===== config.mk =====
export PLATFORM = sky130hd
export DESIGN_NAME = ad_avg_buffer
export DESIGN_NICKNAME = d
export VERILOG_FILES = /design/src/rtl/ad_pkg.sv /design/src/rtl/ad_sync_fifo.sv /design/src/rtl/ad_avg_buffer.sv
export SDC_FILE = /design/constraint.sdc
export NUM_CORES = 1
export LEC_CHECK = 0
export ABC_AREA = 1
export ABC_CLOCK_PERIOD_IN_PS = 4750
export CAP_MARGIN = 20
export CORE_UTILIZATION = 23
export DETAILED_ROUTE_END_ITERATION = 6
export GPL_ROUTABILITY_DRIVEN = 0
export PLACE_DENSITY_LB_ADDON = 0.05
export SLEW_MARGIN = 15
export SYNTH_ARGS = -nofsm -noshare
export SYNTH_HDL_FRONTEND = slang
export SYNTH_SLANG_ARGS = --single-unit

===== constraint.sdc =====
create_clock -name ad_clk -period 4.75 [get_ports ad_clk]
set_input_delay 0.95 -clock ad_clk [delete_from_list [all_inputs] [get_ports ad_clk]]
set_output_delay 0.95 -clock ad_clk [all_outputs]
set_load 0.005 [all_outputs]

===== src/rtl/ad_pkg.sv =====
// Shared definitions for the ADC capture path: default sample width and the
// averaging FSM state type.
package ad_pkg;
  localparam int AD_DATA_W = 12;

  typedef enum logic [1:0] {
    IDLE  = 2'd0,
    ACCUM = 2'd1,
    PUSH  = 2'd2
  } avg_state_t;
endpackage


===== src/rtl/ad_sync_fifo.sv =====
// First-word-fall-through synchronous FIFO. Same-cycle push and pop are allowed,
// including a push into a full FIFO that is being popped.
module ad_sync_fifo #(
  parameter int DATA_W     = 12,
  parameter int FIFO_DEPTH = 16
) (
  input  logic                          ad_clk,
  input  logic                          rst,
  input  logic                          wr_en,
  input  logic [DATA_W-1:0]             wr_data,
  output logic                          full,
  input  logic                          rd_en,
  output logic [DATA_W-1:0]             rd_data,
  output logic                          empty,
  output logic [$clog2(FIFO_DEPTH):0]   count
);
  localparam int AW = $clog2(FIFO_DEPTH);

  logic [DATA_W-1:0] mem [FIFO_DEPTH];
  logic [AW-1:0]     wr_ptr;
  logic [AW-1:0]     rd_ptr;
  logic              do_wr;
  logic              do_rd;

  assign empty = (count == '0);
  assign full  = count[AW];
  assign do_rd = rd_en && !empty;
  assign do_wr = wr_en && (!full || do_rd);

  // Storage is never reset; the head is masked while empty so it reads zero.
  assign rd_data = empty ? '0 : mem[rd_ptr];

  always_ff @(posedge ad_clk) begin
    if (do_wr) mem[wr_ptr] <= wr_data;
  end

  always_ff @(posedge ad_clk) begin
    if (rst) begin
      wr_ptr <= '0;
      rd_ptr <= '0;
      count  <= '0;
    end else begin
      if (do_wr) wr_ptr <= wr_ptr + 1'b1;
      if (do_rd) rd_ptr <= rd_ptr + 1'b1;
      case ({do_wr, do_rd})
        2'b10:   count <= count + 1'b1;
        2'b01:   count <= count - 1'b1;
        default: count <= count;
      endcase
    end
  end
endmodule


===== src/rtl/ad_avg_buffer.sv =====
// Block averager for one ADC channel: means of 2^AVG_LOG2 consecutive samples
// are queued in a FWFT FIFO and drained over a valid/ready handshake.
module ad_avg_buffer
  import ad_pkg::*;
#(
  parameter int DATA_W     = AD_DATA_W,
  parameter int AVG_LOG2   = 2,
  parameter int FIFO_DEPTH = 16
) (
  input  logic                          ad_clk,
  input  logic                          rst,
  input  logic                          en,
  input  logic [DATA_W-1:0]             sample_in,
  input  logic                          sample_valid,
  output logic [DATA_W-1:0]             out_data,
  output logic                          out_valid,
  input  logic                          out_ready,
  output logic [$clog2(FIFO_DEPTH):0]   fifo_count,
  output logic                          overflow,
  input  logic                          clr_ovf
);
  localparam int ACC_W = DATA_W + AVG_LOG2;

  avg_state_t          state_p0;
  logic [ACC_W-1:0]    acc_p0;
  logic [ACC_W-1:0]    acc_sum;
  logic [AVG_LOG2-1:0] cnt_p0;
  logic [DATA_W-1:0]   mean_p1;
  logic                block_done;
  logic                block_end;
  logic                push_p1;
  logic                pop;
  logic                drop;
  logic                fifo_full;
  logic                fifo_empty;

  function automatic logic [DATA_W-1:0] block_mean(input logic [ACC_W-1:0] sum);
    return sum[ACC_W-1:AVG_LOG2];
  endfunction

  assign acc_sum    = acc_p0 + ACC_W'(sample_in);
  assign block_done = (cnt_p0 == {AVG_LOG2{1'b1}});
  assign block_end  = (state_p0 == ACCUM) && en && sample_valid && block_done;
  assign push_p1    = (state_p0 == PUSH);
  assign pop        = out_valid && out_ready;
  assign drop       = push_p1 && fifo_full && !pop;
  assign out_valid  = !fifo_empty;

  // Stage 0: accumulate samples; the block's last sample moves to PUSH.
  always_ff @(posedge ad_clk) begin
    if (rst) begin
      state_p0 <= IDLE;
      acc_p0   <= '0;
      cnt_p0   <= '0;
    end else begin
      case (state_p0)
        IDLE: begin
          acc_p0 <= '0;
          cnt_p0 <= '0;
          if (en) state_p0 <= ACCUM;
        end
        ACCUM: begin
          if (!en) begin
            state_p0 <= IDLE;
            acc_p0   <= '0;
            cnt_p0   <= '0;
          end else if (sample_valid) begin
            if (block_done) begin
              state_p0 <= PUSH;
              acc_p0   <= '0;
              cnt_p0   <= '0;
            end else begin
              acc_p0 <= acc_sum;
              cnt_p0 <= cnt_p0 + 1'b1;
            end
          end
        end
        PUSH: begin
          state_p0 <= en ? ACCUM : IDLE;
          if (en && sample_valid) begin
            acc_p0 <= ACC_W'(sample_in);
            cnt_p0 <= AVG_LOG2'(1);
          end else begin
            acc_p0 <= '0;
            cnt_p0 <= '0;
          end
        end
        default: begin
          state_p0 <= IDLE;
          acc_p0   <= '0;
          cnt_p0   <= '0;
        end
      endcase
    end
  end

  // Stage 1: registered mean, written to the FIFO during PUSH.
  always_ff @(posedge ad_clk) begin
    if (block_end) mean_p1 <= block_mean(acc_sum);
  end

  always_ff @(posedge ad_clk) begin
    if (rst)          overflow <= 1'b0;
    else if (drop)    overflow <= 1'b1;
    else if (clr_ovf) overflow <= 1'b0;
  end

  ad_sync_fifo #(
    .DATA_W     (DATA_W),
    .FIFO_DEPTH (FIFO_DEPTH)
  ) u_fifo (
    .ad_clk  (ad_clk),
    .rst     (rst),
    .wr_en   (push_p1),
    .wr_data (mean_p1),
    .full    (fifo_full),
    .rd_en   (out_ready),
    .rd_data (out_data),
    .empty   (fifo_empty),
    .count   (fifo_count)
  );
endmodule


After elaboration in Yosys (flattened, before gate mapping)
Memory sizes are Yosys's and may differ from the RTL's. A register that Yosys moved wholly into a read port is not among the register bits. Cells that the tools add are included. Widths: inputs -> output; s select.

Flip-flop bits (word level): 44. RAM bits: 192. Input bits: 18. Output and inout bits: 19. Memories: 1.

Add/subtract/negate cells: 6. Equality and inequality tests: 8. Muxes and demuxes: 24. Reductions and logical operators: 17.

Memory list: u_fifo.mem (words 16, width 12, rd ports 1, clocked after Yosys merged registers in 1, wr ports 1, RTL line ad_sync_fifo.sv:19) `logic [DATA_W-1:0] mem [FIFO_DEPTH];`.

Operator list (count): $mux 14 (3); $pmux 14 s2 (1); $mux 12 (2); $add 14x12->14 (1); $mux 2 (7); $pmux 5 s2 (1); $add 4x1->4 const B (2); $logic_and 1x1->1 (8); $mux 4 (2); $eq 2x2->1 const B (3); $mux 1 (6); $ne 3x3->1 const B (2); $pmux 2 s3 (1); $add 5x1->5 const B (1); $logic_not 5->1 (1); $sub 5x1->5 const B (1); $eq 2x1->1 const B (2); $pmux 2 s2 (1); $reduce_bool 2->1 (2); $logic_not 1->1 (3); $reduce_and 3->1 (1); $add 2x1->2 const B (1); $logic_not 2->1 (1); $ne 2x2->1 const B (1); $logic_or 1x1->1 (1).

Logic depth before layout (Yosys ltp)
Word-level depth: 7. Gate-level depth with buffers: 17.

Modules after synthesis
A second synthesis with hierarchy kept.

Cell total of the unflattened synthesis: 1061. Area total of the unflattened synthesis: 10757.8 um^2.

Modules (own cells, without submodules): ad_sync_fifo (instances 1, cells an instance 775, area each 8657.1 um^2); ad_avg_buffer (instances 1, cells an instance 286, area each 2100.8 um^2).

Least setup slack after synthesis
No wires, ideal clock.

Kind: input -> register. Start point: input port sample_in[0]. End point: register mean_p1[4], data pin. Data arrival time: 2.244 ns. Slack: 2.251 ns. Cell stages on the path: 8. Path buffers: 0. Cell sequence: ha_1 fa_1 nand3_1 nand2_2 nand2_1 nand2_1 or2_2 and2_1.

Cells in the longest elaborated chain, start to end: 1.

RTL lines: start, declared (RTL line ad_avg_buffer.sv:13) `input logic [DATA_W-1:0] sample_in,`; $add 14x12->14 (RTL line ad_avg_buffer.sv:41) `assign acc_sum = acc_p0 + ACC_W'(sample_in);`; via acc_sum[6] (RTL line ad_avg_buffer.sv:26) `logic [ACC_W-1:0] acc_sum;`; end signal, assigned (RTL line ad_avg_buffer.sv:99) `if (block_end) mean_p1 <= block_mean(acc_sum);`; end, declared (RTL line ad_avg_buffer.sv:28) `logic [DATA_W-1:0] mean_p1;`.

The timed path passes the listed nets, and every way through them passes these cells. A chain may end at the register's enable or synchronous reset.

==> implementation parameters <==
Parameter                              Value

Clock tree
  Setup bufs post-CTS ... 0
  CTS tree ... done
  Clock-pin slew reported for the worst setup and hold paths after clock tree synthesis ... ~0.070 ns
  Bufs on Longest Clock Path ... 3
  Clock Sink Count ... 240
  Clock buffer count from CTS ... 30
  Maximum level of the CTS H-tree ... 1
  Clock root cell ... clkbuf_16
  Number of buffers inserted for hold repair after clock tree synthesis ... 0
  Post-CTS sizing ... 0
  Worst skew pair latency ... approximately 0.56 ns

Synthesis
  Simple-gate share of the synthesized area ... 12.25%
  Ys flop type ... edfxtp_1
  Count of synthesis-stage warnings from yosys ... 0
  Portion of synthesized cell area occupied by the leading cell type ... between 50% and 60%
  Number of synthesized flops with an enable pin ... approximately 200
  Cell type with the highest aggregate area in the netlist ... edfxtp_1
  Mapped Nets ... just under 1,000
  Post-synthesis adder-cell area fraction ... under 10%
  Post-synth cell types ... 40
  Synth cell count leaders ... 204 x edfxtp_1, 136 x nor2_1, 105 x nand2_1, 61 x inv_1, 52 x o21ai_0
  Most common cell in the netlist ... edfxtp_1
  Flops & latches, synth ... 240
  Instance count of the mapped netlist ... approximately 920
  Synth Area in XOR/XNOR ... 0.8154%
  Area fraction in compound gates after synthesis ... 13.66%
  Multiplexer fraction of the synthesized cell area ... 0%
  Asr flop ratio synth ... 0%
  Per-instance average area after synthesis ... approximately 12 sq um
  Largest family of logic cells by synthesized area ... compound AO/OA/AOI/OAI gates
  Proportion of synthesized chip area in sequential cells ... between 60 and 70%
  Total standard cell area after synthesis ... around 11,000 sq um
  Top area cells in the synthesized netlist ... edfxtp_1 58%, dfxtp_1 6.8%, nor2_1 4.8%

Route
  First DRT Iteration DRCs ... 370
  Per-cell via count in the routed design ... 4.365
  First-pass DRT Iterations ... 5
  WL/cell ... about 20 microns
  Routed via count ... slightly below 7,000
  Residual DRC ... 0
  Post-DRT Antenna Nets ... 0
  Final wirelength ... approximately 32,000 microns

Cells and area
  Fraction of the core area covered by cells at the end of the flow ... between 20% and 30%
  Filler cells ... approximately 4,700
  Antenna diode instance count ... 0
  Ratio of cells with drive above 1 in the final layout ... between 10% and 20%
  Relative area change from synthesis to final layout ... 19.12%
  Final #Nets ... approximately 1,000

Timing
  RSZ-0062 raised after global routing ... no
  Number of failing setup endpoints in the final timing report ... 0
  Post-Route Setup TNS ... 0 ns
  Worst-case headroom to the max-slew limit ... 32.29%
  Final Max Slew Viols ... 0
  Hold Violations, Final ... 0
  Actual slew at the worst max-slew pin ... a little over 1 ns
  Final setup skew ... around 0.0082 ns
  Top achievable clock speed ... between 200 and 250 MHz
  Final period demand of the worst path ... 4.130 ns
  Ratio of final minimum period to clock period ... between 80 and 90%

GRT
  Initial antenna violation count ... 0
  Global-route congestion overflow total ... 0
  Largest net degree at the start of global routing ... about 50
  Wire length of the first global-routing pass ... roughly 48,000 microns
  All-layer global routing usage ... about 14%
  Vias in the first global route ... 7,270

Power
  Total power per unit cell area ... around 500 nW/um^2
  Leakage power summed over all cells ... between 4 and 5 nW
  Power, Total ... 6.269 mW
  Max IR drop VDD ... ~0.26 mV

Floorplanning
  Area inside the core boundary ... 45,380 sq um
  Starting density of the core ... 23.33%
  Total I/O pin count ... 37
  Die Footprint ... 46,900 sq um
  # rows ... 78
  Die boundary height ... about 220 microns
  Chip Width ... about 220 microns

Critical path
  Stage delay of the slowest cell on the critical path ... roughly 0.89 ns
  Critical path fanouts, max ... 48
  Cell family contributing the most delay on the critical path ... buffers and inverters
  Critical Path End Type ... output port
  Series of cell instances along the critical path ... buf_4, o21ai_0, o221ai_1, nand3_1, a21oi_1, clkdlybuf4s50_1
  Worst Setup Start Kind ... flop
  Crit-path slowest cell ... dfxtp_2
  Required time of the worst setup path ... 3.80 ns
  Buffering stage count on the worst path with inverters included ... 2
  Data arrival time of the worst path ... 3.18 ns
  Kind of critical path ... reg2out

Worst hold path
  Type of the tightest min-delay check ... reg2reg

Placement
  Count of buffers inserted at the top-level ports ... 36
  Half-perimeter wire length after detailed placement ... ~20,000 microns

Run status
  Outcome ... finished clean

Run
  Number of maximum-capacitance violations ... 0
## routing by layer
metal  share of wire, %  track usage, %  vias up
met5                  0               0        -
met4                1.5           3.122        0
met3                3.4           1.881       34
met2                 46           22.01      105
met1                 49           19.36     3409
li1                   -               -     3388
## cells by family after synthesis
family | Yosys count
adder cells (fa/ha/maj) | 28
flip-flops | 240
AND/OR/NAND/NOR | 309
buffers and inverters | 109
XOR/XNOR | 9
AO/OA/AOI/OAI | 220
## metrics by stage
stage / cells / setup slack (ns) / hold slack, ns / cell area [sq um]
finish: 1589 / 0.6196 / 0.4689 / 12610
CTS: 1589 / 0.5414 / 0.4733 / 12610
detailed placement: 1533 / 1.160 / 0.4577 / 11620
floorplan: 915 / 2.251 / 0.4468 / 10590
global route: 1589 / 0.3654 / 0.5111 / 12610
global placement: 1533 / 1.146 / 0.4602 / 11620
## registers in the layout, indices dropped and copies added (netlist names), named ones only
name / flops
u_fifo.mem: 192
acc_p0: 14
mean_p1: 12
u_fifo.count: 5
u_fifo.rd_ptr: 4
u_fifo.wr_ptr: 4
cnt_p0: 2
state_p0: 2
overflow: 1
## worst register-to-register path, stage by stage, from the launching register on
cell	delay (ns)
dfxtp_1	0.35
inv_1	0.12
nand4_2	0.20
nand2_2	0.18
nand2_1	0.08
nand2_2	0.13
ha_1	0.28
inv_1	0.12
fa_1	0.41
inv_1	0.07
nand2_1	0.04
nand2_1	0.07
a21oi_1	0.08
nand2_1	0.09
nand2_1	0.05
o21ai_0	0.14
nor2_1	0.06
## layout make-up
cell class                 instances  area (sq um)  area share, %
clock buffer                      35         810.8          6.429
sequential                       240          6852          54.33
inverter                          64         242.7          1.925
multi-input combinational        566          3201          25.38
tap                              600         750.7          5.952
timing repair buffer              63         575.6          4.563
clock inverter                    21         180.2          1.429
## layout by cell type (no fill, tap or decap), types with 2 or more instances in the layout
master and instances:
clkbuf_16 31, clkbuf_8 2, a22oi_1 7, o21a_1 12
nand2_1 105, a31oi_1 4, o21ai_0 52, nand4_1 3
clkbuf_1 2, xor2_1 6, nand3_1 44, nor2_2 2
nor2_1 136, a21oi_1 40, xnor2_1 2, fa_1 2
and2_1 7, o21ai_1 7, inv_2 2, o21bai_1 48
clkinv_2 4, dfxtp_1 34, inv_1 61, ha_1 26
o211ai_1 12, clkinvlp_4 8, o221ai_1 36, edfxtp_1 204
nand2_2 5, clkinv_4 7, clkdlybuf4s50_1 36, buf_4 26
## where the power goes
group / total (mW) / internal (mW) / switching, mW
clock network: 2.25 / 1.29 / 0.957
logic: 1.55 / 0.640 / 0.913
registers: 2.47 / 2.35 / 0.122
total: 6.27 / 4.28 / 1.99
## path summary, 6_finish.rpt
check	startpoint	to	slack [ns]	cells past startpoint
worst max-delay path	flop	out_data[3]	0.62	6
worst min-delay path	cnt_p0[1]	cnt_p0[1]	0.47	2
worst max register to register	u_fifo.count[1]	u_fifo.count[4]	2.18	16
worst min register to register	cnt_p0[1]	cnt_p0[1]	0.47	2
(Power assumes the default switching activity.)
